--- src/rtl/perceptron_trainer.sv ---
// Perceptron predictor trainer: queues resolved-branch updates, reads the weight row,
// and writes back a saturated +/-1 update whenever the prediction was wrong or weak.
module perceptron_trainer #(
    parameter int GHR_SIZE   = 12,
    parameter int THETA      = 37,
    parameter int FIFO_DEPTH = 2
) (
    input  logic                    clk,
    input  logic                    reset,
    input  logic                    upd_valid,
    output logic                    upd_ready,
    input  logic [31:0]             upd_PC,
    input  logic                    upd_dir,
    input  logic [GHR_SIZE-1:0]     upd_ghr,
    output logic [5:0]              rd_addr,
    input  logic [8*GHR_SIZE-1:0]   rd_data,
    output logic                    wr_en,
    output logic [5:0]              wr_addr,
    output logic [8*GHR_SIZE-1:0]   wr_data,
    output logic [3*GHR_SIZE-1:0]   wr_hob,
    output logic [3*GHR_SIZE-1:0]   wr_hob_c,
    input  logic                    stall,
    output logic                    busy,
    output logic [31:0]             train_count
);

    localparam int SUM_W = $clog2(128 * GHR_SIZE + 1) + 1;
    localparam int PTR_W = (FIFO_DEPTH > 1) ? $clog2(FIFO_DEPTH) : 1;
    localparam int CNT_W = $clog2(FIFO_DEPTH + 1);

    typedef enum logic [2:0] {INIT, IDLE, READ, CALC, WRITE} state_t;

    function automatic logic signed [7:0] sat8(input logic signed [9:0] v);
        if (v > 10'sd127)       return 8'sh7f;
        else if (v < -10'sd128) return 8'sh80;
        else                    return v[7:0];
    endfunction

    function automatic logic signed [7:0] step_w(input logic signed [7:0] w, input logic up);
        logic signed [9:0] wx;
        wx = {{2{w[7]}}, w};
        return sat8(up ? wx + 10'sd1 : wx - 10'sd1);
    endfunction

    function automatic logic [2:0] neg_hob(input logic signed [7:0] w);
        logic signed [9:0] wx;
        logic signed [7:0] n;
        wx = {{2{w[7]}}, w};
        n  = sat8(-wx);
        return n[7:5];
    endfunction

    function automatic logic signed [SUM_W-1:0] dot(input logic [8*GHR_SIZE-1:0] row,
                                                    input logic [GHR_SIZE-1:0]   ghr);
        logic signed [SUM_W-1:0] acc;
        logic signed [SUM_W-1:0] term;
        acc = '0;
        for (int i = 0; i < GHR_SIZE; i++) begin
            term = {{(SUM_W-8){row[8*i+7]}}, row[8*i +: 8]};
            acc  = ghr[i] ? acc + term : acc - term;
        end
        return acc;
    endfunction

    function automatic logic [PTR_W-1:0] ptr_next(input logic [PTR_W-1:0] p);
        return (p == PTR_W'(FIFO_DEPTH - 1)) ? '0 : p + 1'b1;
    endfunction

    state_t                   state;
    logic                     init_run;
    logic [PTR_W-1:0]         wr_ptr;
    logic [PTR_W-1:0]         rd_ptr;
    logic [CNT_W-1:0]         q_count;
    logic [5:0]               q_idx [FIFO_DEPTH];
    logic                     q_dir [FIFO_DEPTH];
    logic [GHR_SIZE-1:0]      q_ghr [FIFO_DEPTH];
    logic                     fifo_empty;
    logic                     fifo_full;
    logic                     push;
    logic                     pop;
    logic                     write_fire;
    logic                     req_dir_p1;
    logic [GHR_SIZE-1:0]      req_ghr_p1;
    logic signed [SUM_W-1:0]  sum_p1;
    logic [SUM_W-1:0]         sum_abs_p1;
    logic                     train_p1;
    logic [8*GHR_SIZE-1:0]    row_new;
    logic [3*GHR_SIZE-1:0]    hob_new;
    logic [3*GHR_SIZE-1:0]    hobc_new;
    logic [8*GHR_SIZE-1:0]    row_p2;
    logic [3*GHR_SIZE-1:0]    hob_p2;
    logic [3*GHR_SIZE-1:0]    hobc_p2;
    logic                     unused_pc_bits;

    assign unused_pc_bits = ^{upd_PC[31:8], upd_PC[1:0]};

    assign fifo_empty = (q_count == '0);
    assign fifo_full  = (q_count == CNT_W'(FIFO_DEPTH));
    assign upd_ready  = !fifo_full && (state != INIT);
    assign push       = upd_valid && upd_ready;
    assign write_fire = (state == WRITE) && !stall;
    assign pop        = !fifo_empty && ((state == IDLE) || write_fire);
    assign busy       = (state != IDLE) || !fifo_empty;

    // CALC stage: rd_data holds the row addressed during READ
    assign sum_p1     = dot(rd_data, req_ghr_p1);
    assign sum_abs_p1 = sum_p1[SUM_W-1] ? -sum_p1 : sum_p1;
    assign train_p1   = (req_dir_p1 != ~sum_p1[SUM_W-1]) || (sum_abs_p1 <= SUM_W'(THETA));

    always_comb begin
        row_new  = '0;
        hob_new  = '0;
        hobc_new = '0;
        for (int i = 0; i < GHR_SIZE; i++) begin
            row_new[8*i +: 8]  = step_w(rd_data[8*i +: 8], req_dir_p1 == req_ghr_p1[i]);
            hob_new[3*i +: 3]  = row_new[8*i+5 +: 3];
            hobc_new[3*i +: 3] = neg_hob(row_new[8*i +: 8]);
        end
    end

    // WRITE stage: the sweep writes zero rows, training writes the registered update
    assign wr_en    = ((state == INIT) && init_run) || write_fire;
    assign wr_data  = (state == WRITE) ? row_p2  : '0;
    assign wr_hob   = (state == WRITE) ? hob_p2  : '0;
    assign wr_hob_c = (state == WRITE) ? hobc_p2 : '0;

    always_ff @(posedge clk or negedge reset) begin
        if (!reset) begin
            state       <= INIT;
            init_run    <= 1'b0;
            wr_addr     <= '0;
            rd_addr     <= '0;
            train_count <= '0;
            wr_ptr      <= '0;
            rd_ptr      <= '0;
            q_count     <= '0;
        end else begin
            if (push) wr_ptr <= ptr_next(wr_ptr);
            if (pop) begin
                rd_ptr  <= ptr_next(rd_ptr);
                rd_addr <= q_idx[rd_ptr];
            end
            if (push && !pop)      q_count <= q_count + 1'b1;
            else if (pop && !push) q_count <= q_count - 1'b1;

            case (state)
                INIT: begin
                    // first cycle after release only arms the sweep so wr_en never rises during reset
                    if (!init_run) begin
                        init_run <= 1'b1;
                    end else begin
                        wr_addr <= wr_addr + 6'd1;
                        if (wr_addr == 6'd63) state <= IDLE;
                    end
                end
                IDLE:  if (!fifo_empty) state <= READ;
                READ:  state <= CALC;
                CALC: begin
                    if (train_p1) begin
                        state   <= WRITE;
                        wr_addr <= rd_addr;
                    end else begin
                        state <= IDLE;
                    end
                end
                WRITE: begin
                    if (!stall) begin
                        train_count <= train_count + 32'd1;
                        state       <= fifo_empty ? IDLE : READ;
                    end
                end
                default: state <= INIT;
            endcase
        end
    end

    always_ff @(posedge clk) begin
        if (push) begin
            q_idx[wr_ptr] <= upd_PC[7:2];
            q_dir[wr_ptr] <= upd_dir;
            q_ghr[wr_ptr] <= upd_ghr;
        end
        if (pop) begin
            req_dir_p1 <= q_dir[rd_ptr];
            req_ghr_p1 <= q_ghr[rd_ptr];
        end
        if (state == CALC) begin
            row_p2  <= row_new;
            hob_p2  <= hob_new;
            hobc_p2 <= hobc_new;
        end
    end

endmodule

--- config.mk ---
export PLATFORM = sky130hd
export DESIGN_NAME = perceptron_trainer
export DESIGN_NICKNAME = d
export VERILOG_FILES = /design/src/rtl/perceptron_trainer.sv
export SDC_FILE = /design/constraint.sdc
export NUM_CORES = 1
export LEC_CHECK = 0
export BUFFER_PORTS_ARGS = -buffer_cell sky130_fd_sc_hd__clkbuf_2
export CORE_ASPECT_RATIO = 1.1
export CORE_MARGIN = 2
export CORE_UTILIZATION = 53
export CTS_BUF_LIST = sky130_fd_sc_hd__clkbuf_16
export CTS_CLUSTER_DIAMETER = 60
export DETAILED_ROUTE_END_ITERATION = 6
export PLACE_DENSITY_LB_ADDON = 0.2
export REMOVE_ABC_BUFFERS = 1
export SLEW_MARGIN = 30
export SYNTH_ARGS = -nofsm -noshare
export SYNTH_HDL_FRONTEND = slang
export SYNTH_SLANG_ARGS = --single-unit
--- constraint.sdc ---
create_clock -name clk -period 9.9 [get_ports clk]
set_input_delay 0.495 -clock clk [delete_from_list [all_inputs] [get_ports clk]]
set_output_delay 0.495 -clock clk [all_outputs]
set_load 0.1 [all_outputs]
Word level (Yosys, flattened, before mapping)
Memories as Yosys holds them, arrays and structs flattened. A register that Yosys moved wholly into a read port is not among the register bits.
Index checks and enable logic that the tools add are counted.
- register bits: 214
- RAM bits: 38
- bits of input ports: 145
- output and inout bits: 215
- word-level logic and storage cells: 271
- memories: 3
- memories (name ; depth ; width ; rd ports ; clocked after Yosys merged registers in ; wr ports ; line ; source):
    q_ghr ; 2 ; 12 ; 1 ; 1 ; 1 ; 76 ; logic [GHR_SIZE-1:0] q_ghr [FIFO_DEPTH];
    q_idx ; 2 ; 6 ; 1 ; 1 ; 1 ; 74 ; logic [5:0] q_idx [FIFO_DEPTH];
    q_dir ; 2 ; 1 ; 1 ; 1 ; 1 ; 75 ; logic q_dir [FIFO_DEPTH];
- add/subtract/negate cells: 66
- magnitude comparators: 49
- eq/ne operators: 25
- muxes and demuxes: 80
- bitwise operators: 2
- reduce and logical (&&, ||, !) cells: 25
- operators by type and width (operator ; count):
    two-way mux 8 bit ; 36
    greater-than comparator 10 x 8 -> 1 bit (second input constant) ; 24
    less-than comparator 10 x 8 -> 1 bit (second input constant) ; 24
    two-way mux 12 bit ; 13
    adder 12 x 8 -> 12 bit ; 11
    subtractor 12 x 8 -> 12 bit ; 11
    two-way mux 10 bit ; 12
    negator 8 -> 10 bit ; 12
    adder 8 x 2 -> 9 bit (second input constant) ; 12
    subtractor 8 x 2 -> 9 bit (second input constant) ; 12
    two-way mux 96 bit ; 1
    two-way mux 36 bit ; 2
    adder 32 x 1 -> 32 bit (second input constant) ; 1
    two-way mux 3 bit ; 5
    case mux 3 bit (5 select lines) ; 1
    == test 1 bit ; 12
    less-or-equal comparator 12 x 6 -> 1 bit (second input constant) ; 1
    two-way mux 6 bit ; 2
    negator 12 bit ; 1
    case mux 6 bit (2 select lines) ; 1
    subtractor 1 x 8 -> 9 bit (first input constant) ; 1
    inequality test 2 bit (second input constant) ; 4
    logical AND 1 bit ; 7
    adder 6 x 1 -> 6 bit (second input constant) ; 1
    other kinds (23) ; 40

Logic depth before layout (Yosys ltp)
- word-level depth: 30
- depth in mapped cells: 55
- mapped depth without buffers: 54

Worst setup path after synthesis
OpenSTA, ideal clock, no wires.
- kind: input to register
- start: input port rd_data[8]
- end: register wr_addr[0]
- library setup time: 124 ps
- data arrival time: 10054 ps
- required time: 9776 ps
- path slack: -278 ps
- cell stages on the path: 46
- buffers on the path: 1
- cells stage by stage: inv_1 > ha_1 > mux2_2 > fa_1 > inv_1 > fa_1 > inv_1 > fa_1 > ha_1 > a21o_1 > a21oi_1 > xnor2_1 > ha_1 > a211oi_1 > nor2_1 > ha_1 > a211oi_1 > nor2_1 > (+10 left out) > xnor2_1 > ha_1 > a21o_1 > a21oi_1 > o21ai_0 > and2_1 > xor2_1 > ha_1 > clkbuf_1 > a21o_1 > a31o_2 > a21o_1 > a21oi_1 > xnor2_1 > o41ai_1 > o21ai_1 > and3_1 > a211o_1
- word-level cells in the longest chain between the ends: 28
- elaborated cells on any way between the ends: 41
- those cells by class: add/sub: 23; order compare: 1; eq/ne: 2; mux: 12; bitwise: 1; reduce/logical: 2
- RTL lines (element ; line ; source):
    from (decl) ; 16 ; input logic [8*GHR_SIZE-1:0] rd_data,
    subtractor 12 x 8 -> 12 bit or adder 12 x 8 -> 12 bit (tied branches) ; 60 ; acc = ghr[i] ? acc + term : acc - term;
    two-way mux 12 bit (*) ; 60 ;
    subtractor 12 x 8 -> 12 bit or adder 12 x 8 -> 12 bit (tied branches) ; 60 ;
    two-way mux 12 bit (*) ; 60 ;
    subtractor 12 x 8 -> 12 bit or adder 12 x 8 -> 12 bit (tied branches) ; 60 ;
    two-way mux 12 bit (*) ; 60 ;
    subtractor 12 x 8 -> 12 bit or adder 12 x 8 -> 12 bit (tied branches) ; 60 ;
    two-way mux 12 bit (*) ; 60 ;
    (+12 left out) ; - ;
    subtractor 12 x 8 -> 12 bit or adder 12 x 8 -> 12 bit (tied branches) ; 60 ;
    two-way mux 12 bit (*) ; 60 ;
    negator 12 bit ; 107 ; assign sum_abs_p1 = sum_p1[SUM_W-1] ? -sum_p1 : sum_p1;
    two-way mux 12 bit ; 107 ;
    less-or-equal comparator 12 x 6 -> 1 bit ; 108 ; assign train_p1 = (req_dir_p1 != ~sum_p1[SUM_W-1]) || (sum_abs_p1 <= SUM_W'(THETA));
    logical OR 1 bit (*) ; 108 ;
    inequality test 2 bit (no line) (*) ; - ;
    AND reduction 3 bit (no line) (*) ; - ;
    to (signal assigned) ; 152 ; wr_addr <= wr_addr + 6'd1;
    to (signal assigned) ; 161 ; wr_addr <= rd_addr;
    to (decl) ; 18 ; output logic [5:0] wr_addr,
Every way passes the cells marked *; elsewhere a longest branch is shown, timed or not.
A chain may end at the register's enable or synchronous reset.

Final worst setup path
- start: register req_ghr_p1[1] (read register of q_ghr)
- end: register wr_addr[0]
- word-level cells in the longest chain between the ends: 27
- elaborated cells on any way between the ends: 39
- those cells by class: add/sub: 21; order compare: 1; eq/ne: 2; mux: 12; bitwise: 1; reduce/logical: 2
- RTL lines (element ; line ; source):
    from (decl) ; 83 ; logic [GHR_SIZE-1:0] req_ghr_p1;
    two-way mux 12 bit (*) ; 60 ;
    subtractor 12 x 8 -> 12 bit or adder 12 x 8 -> 12 bit (tied branches) ; 60 ;
    two-way mux 12 bit (*) ; 60 ;
    subtractor 12 x 8 -> 12 bit or adder 12 x 8 -> 12 bit (tied branches) ; 60 ;
    two-way mux 12 bit (*) ; 60 ;
    subtractor 12 x 8 -> 12 bit or adder 12 x 8 -> 12 bit (tied branches) ; 60 ;
    two-way mux 12 bit (*) ; 60 ;
    subtractor 12 x 8 -> 12 bit or adder 12 x 8 -> 12 bit (tied branches) ; 60 ;
    (+11 left out) ; - ;
    subtractor 12 x 8 -> 12 bit or adder 12 x 8 -> 12 bit (tied branches) ; 60 ;
    two-way mux 12 bit (*) ; 60 ;
    negator 12 bit ; 107 ;
    two-way mux 12 bit ; 107 ;
    less-or-equal comparator 12 x 6 -> 1 bit ; 108 ;
    logical OR 1 bit (*) ; 108 ;
    inequality test 2 bit (no line) (*) ; - ;
    AND reduction 3 bit (no line) (*) ; - ;
Marked as above.

==> flow_summary.json <==
{
  "chipWidth_um": 195,
  "n_fill_cell": 3326,
  "drive_above_1_share": 0.248,
  "post-route-drc-count": 0,
  "clock_latency_on_the_worst_skew_pair_ns": 0.59,
  "synthesis.instances": 2268,
  "gr-usage-met1": 0.283,
  "htree_levels": 1,
  "dpl_cell_area_um2": 24400,
  "grtUsageTotal": 0.229,
  "leading_cell_type_in_the_layout_fill_and_taps_excluded": "sky130_fd_sc_hd__clkbuf_2",
  "slowest_stage": "sky130_fd_sc_hd__fa_2",
  "worst_path_dominant_cell_family": "adder cells",
  "antenna_found_initial": 4,
  "synthesis.area_um2": 21400,
  "gr-total-overflow": 0,
  "finalWirelength_mm": 49.6,
  "crit_required_ns": 10.37,
  "drt-initial-drc-count": 698,
  "fmax_mhz": 98.8,
  "wl_per_cell_um": 15.2,
  "vias_per_cell": 5.41,
  "coreArea_um2": 40000,
  "busiest_layer": "met2",
  "finalClockSkew_ns": 0.0160,
  "final_hold_violations": 0,
  "final.min_clock_period_ns": 10.12,
  "outcome": "finished with violations",
  "cp_data_arrival_time_ns": 10.60,
  "area.growth.synth_to_final_pct": 20.5,
  "antenna_violating_nets_post_route": 0,
  "portBuffers": 333,
  "area_used_by_multi_input_combinational_logic_um2": 13800,
  "postSynthRegisterBits": 235,
  "finalSetupViolations": 8,
  "critical-path-top-cell-by-count": "sky130_fd_sc_hd__ha_1",
  "worstSetupStartpointType": "register",
  "layout_worst_path_cycle_share": 1.02,
  "globalRouteMet2Util": 0.414,
  "ios": 360,
  "yosys_most_used_dff": "sky130_fd_sc_hd__edfxtp_1",
  "largest_net_degree_at_the_start_of_global_routing": 134,
  "tritoncts.num_buffers": 29,
  "synth-edff-count": 183,
  "grt_first_pass_wirelength_mm": 80.9,
  "dpl.hpwl_mm": 38.6,
  "ys_types": 80,
  "grt.met3_usage": 0.0385,
  "timing.critical_path.buf_inv": 7,
  "routed-via-count": 17644,
  "worst_hold_path_type": "input port to async pin",
  "worstPathMaxFanout": 5,
  "post_place_setup_slack_ns": -0.880,
  "worstMarginPinSlew_ns": 0.945,
  "final_cell_mix": "sky130_fd_sc_hd__clkbuf_2 (333), sky130_fd_sc_hd__a21oi_1 (235), sky130_fd_sc_hd__ha_1 (220), sky130_fd_sc_hd__inv_1 (184), sky130_fd_sc_hd__edfxtp_1 (183)",
  "yosys_warnings": 0,
  "area_enclosed_by_the_die_boundary_um2": 41900,
  "worst_setup_path_end_kind": "register",
  "synth_sequential_area_ratio": 0.318,
  "nets": 3112,
  "number_of_global_route_vias_before_repair": 17457,
  "relSlewSlack": 0.370,
  "synth_area_per_cell_um2": 9.42,
  "root_buffer_master": "sky130_fd_sc_hd__clkbuf_16",
  "timing.critical_path.slowest_cell_delay_ns": 0.63,
  "clk_pin_slew_worst_paths_ns": 0.06,
  "layout.core_utilization": 0.644,
  "drv.max_cap_violation_count": 0,
  "synth_async_sr_flop_share": 0.221,
  "final_area_um2": 25700,
  "fin_ws_ns": -0.223,
  "setup_repair_after_global_routing_missed_its_margin": "true",
  "ctsLongestPathBuffers": 3,
  "layout.area.seq_um2": 6800,
  "cts_hold_buffers": 0,
  "place.gp.congestion": 0.858,
  "core.rowCount": 77,
  "setup.worst_path.class": "register to register",
  "detailedRoute.firstPassIterationCount": 5,
  "fp.dieH_um": 215,
  "hold_slack_ns": 0.0132,
  "failed_checks": "setup timing",
  "cts_tree": "done",
  "start_util": 0.534,
  "cts.sink_count": 235,
  "finalMaxSlewViolations": 0
}
[through the flow]
stage          TNS [ns]  std cells
3_5_place_dp      -6.83       3186
6_report          -1.44       3261
5_1_grt           -5.54       3260
4_1_cts           -1.28       3250
2_1_floorplan    -0.729       2190
3_3_place_gp      -5.23       3186
[state kept, by name, summed over array words and instances, names as in the netlist, 2 cells and up]
register and flops:
row_p2 96, hobc_p2 36, train_count 32, q_ghr 24, q_idx 12, req_ghr_p1 12, rd_addr 6, wr_addr 6
state 3, q_count 2, q_dir 2
[cells in the mapped netlist (all sizes together), types with 17 or more instances]
cell type  count  area share
o21bai        80       0.028
a21oi        262       0.061
nor3          52       0.014
edfxtp       183        0.26
nand3         31      0.0073
a211oi        18      0.0066
nand2         77       0.014
dfrtp         52       0.061
buf           47       0.016
and2         135       0.040
o21ai         63       0.015
nor4          17      0.0076
maj3          37       0.017
xnor2        178       0.074
a31oi         39       0.013
ha           221        0.13
nor2         164       0.029
mux2          32       0.017
a21o          42       0.015
fa            23       0.022
nor2b         18      0.0053
clkbuf        31      0.0054
xor2         141       0.058
inv          179       0.031
[worst register-to-register path, delay by kind of cell, from the launching register on]
kind                       cells  cell delay [ns]
xor gates and xnor gates      12             1.80
buffers and inverters          7             0.77
and+or+nand+nor                6             0.75
DFF                            1             0.45
AOI/OAI and AO/OA              9             1.49
adders and majority gates     11             4.12
muxes                          2             0.62
[worst paths after layout]
kind                                       from              end  slack, ns  cells past startpoint
worst max register to register    req_ghr_p1[1]       wr_addr[0]      -0.22                     47
min in group clk                      upd_PC[7]      q_idx[1][5]       0.10                      1
worst max-delay path              req_ghr_p1[1]       wr_addr[0]      -0.22                     47
max in group asynchronous                 reset           rd_ptr       9.40                      2
worst min-delay path                      reset  train_count[16]       0.01                      2
worst min register to register  train_count[31]  train_count[31]       0.47                      1
[routing by layer]
metal	vias up	wire [um]
met5	-	26
met4	4	1060
met3	78	2360
met2	348	24600
met1	8256	21600
li1	8958	-
[logic make-up (layout without fill, tap and decap cells)]
group | after synthesis | count (layout) | share of synthesized area
other cells | 0 | 2 | 0
xor+xnor | 322 | 322 | 0.135
buf+inv | 257 | 735 | 0.0528
fa+ha+maj | 281 | 281 | 0.168
simple gates | 560 | 560 | 0.137
compound gates | 573 | 573 | 0.169
flops | 235 | 235 | 0.318
mux | 40 | 40 | 0.0206
[cell type report]
| cell class | count | share of cell area |
|---|---|---|
| multi-input combinational | 1776 | 0.535 |
| clock buffer | 29 | 0.0282 |
| timing repair buffer | 502 | 0.115 |
| tap | 513 | 0.0249 |
| inverter | 179 | 0.0263 |
| sequential | 235 | 0.264 |
| antenna | 2 | 0.000194 |
| clock inverter | 25 | 0.00642 |
[repair_timing]
item                                    in CTS  in global routing
endpoints found under the setup margin       8                  8
pin swaps                                   50                 50
cloned                                       0                  0
buffers inserted                            10                  9
resized for setup                           41                 49
Power is left out: the tool's default activity adds up to more than one toggle a clock period on the data nets, which glitch-free logic cannot reach.
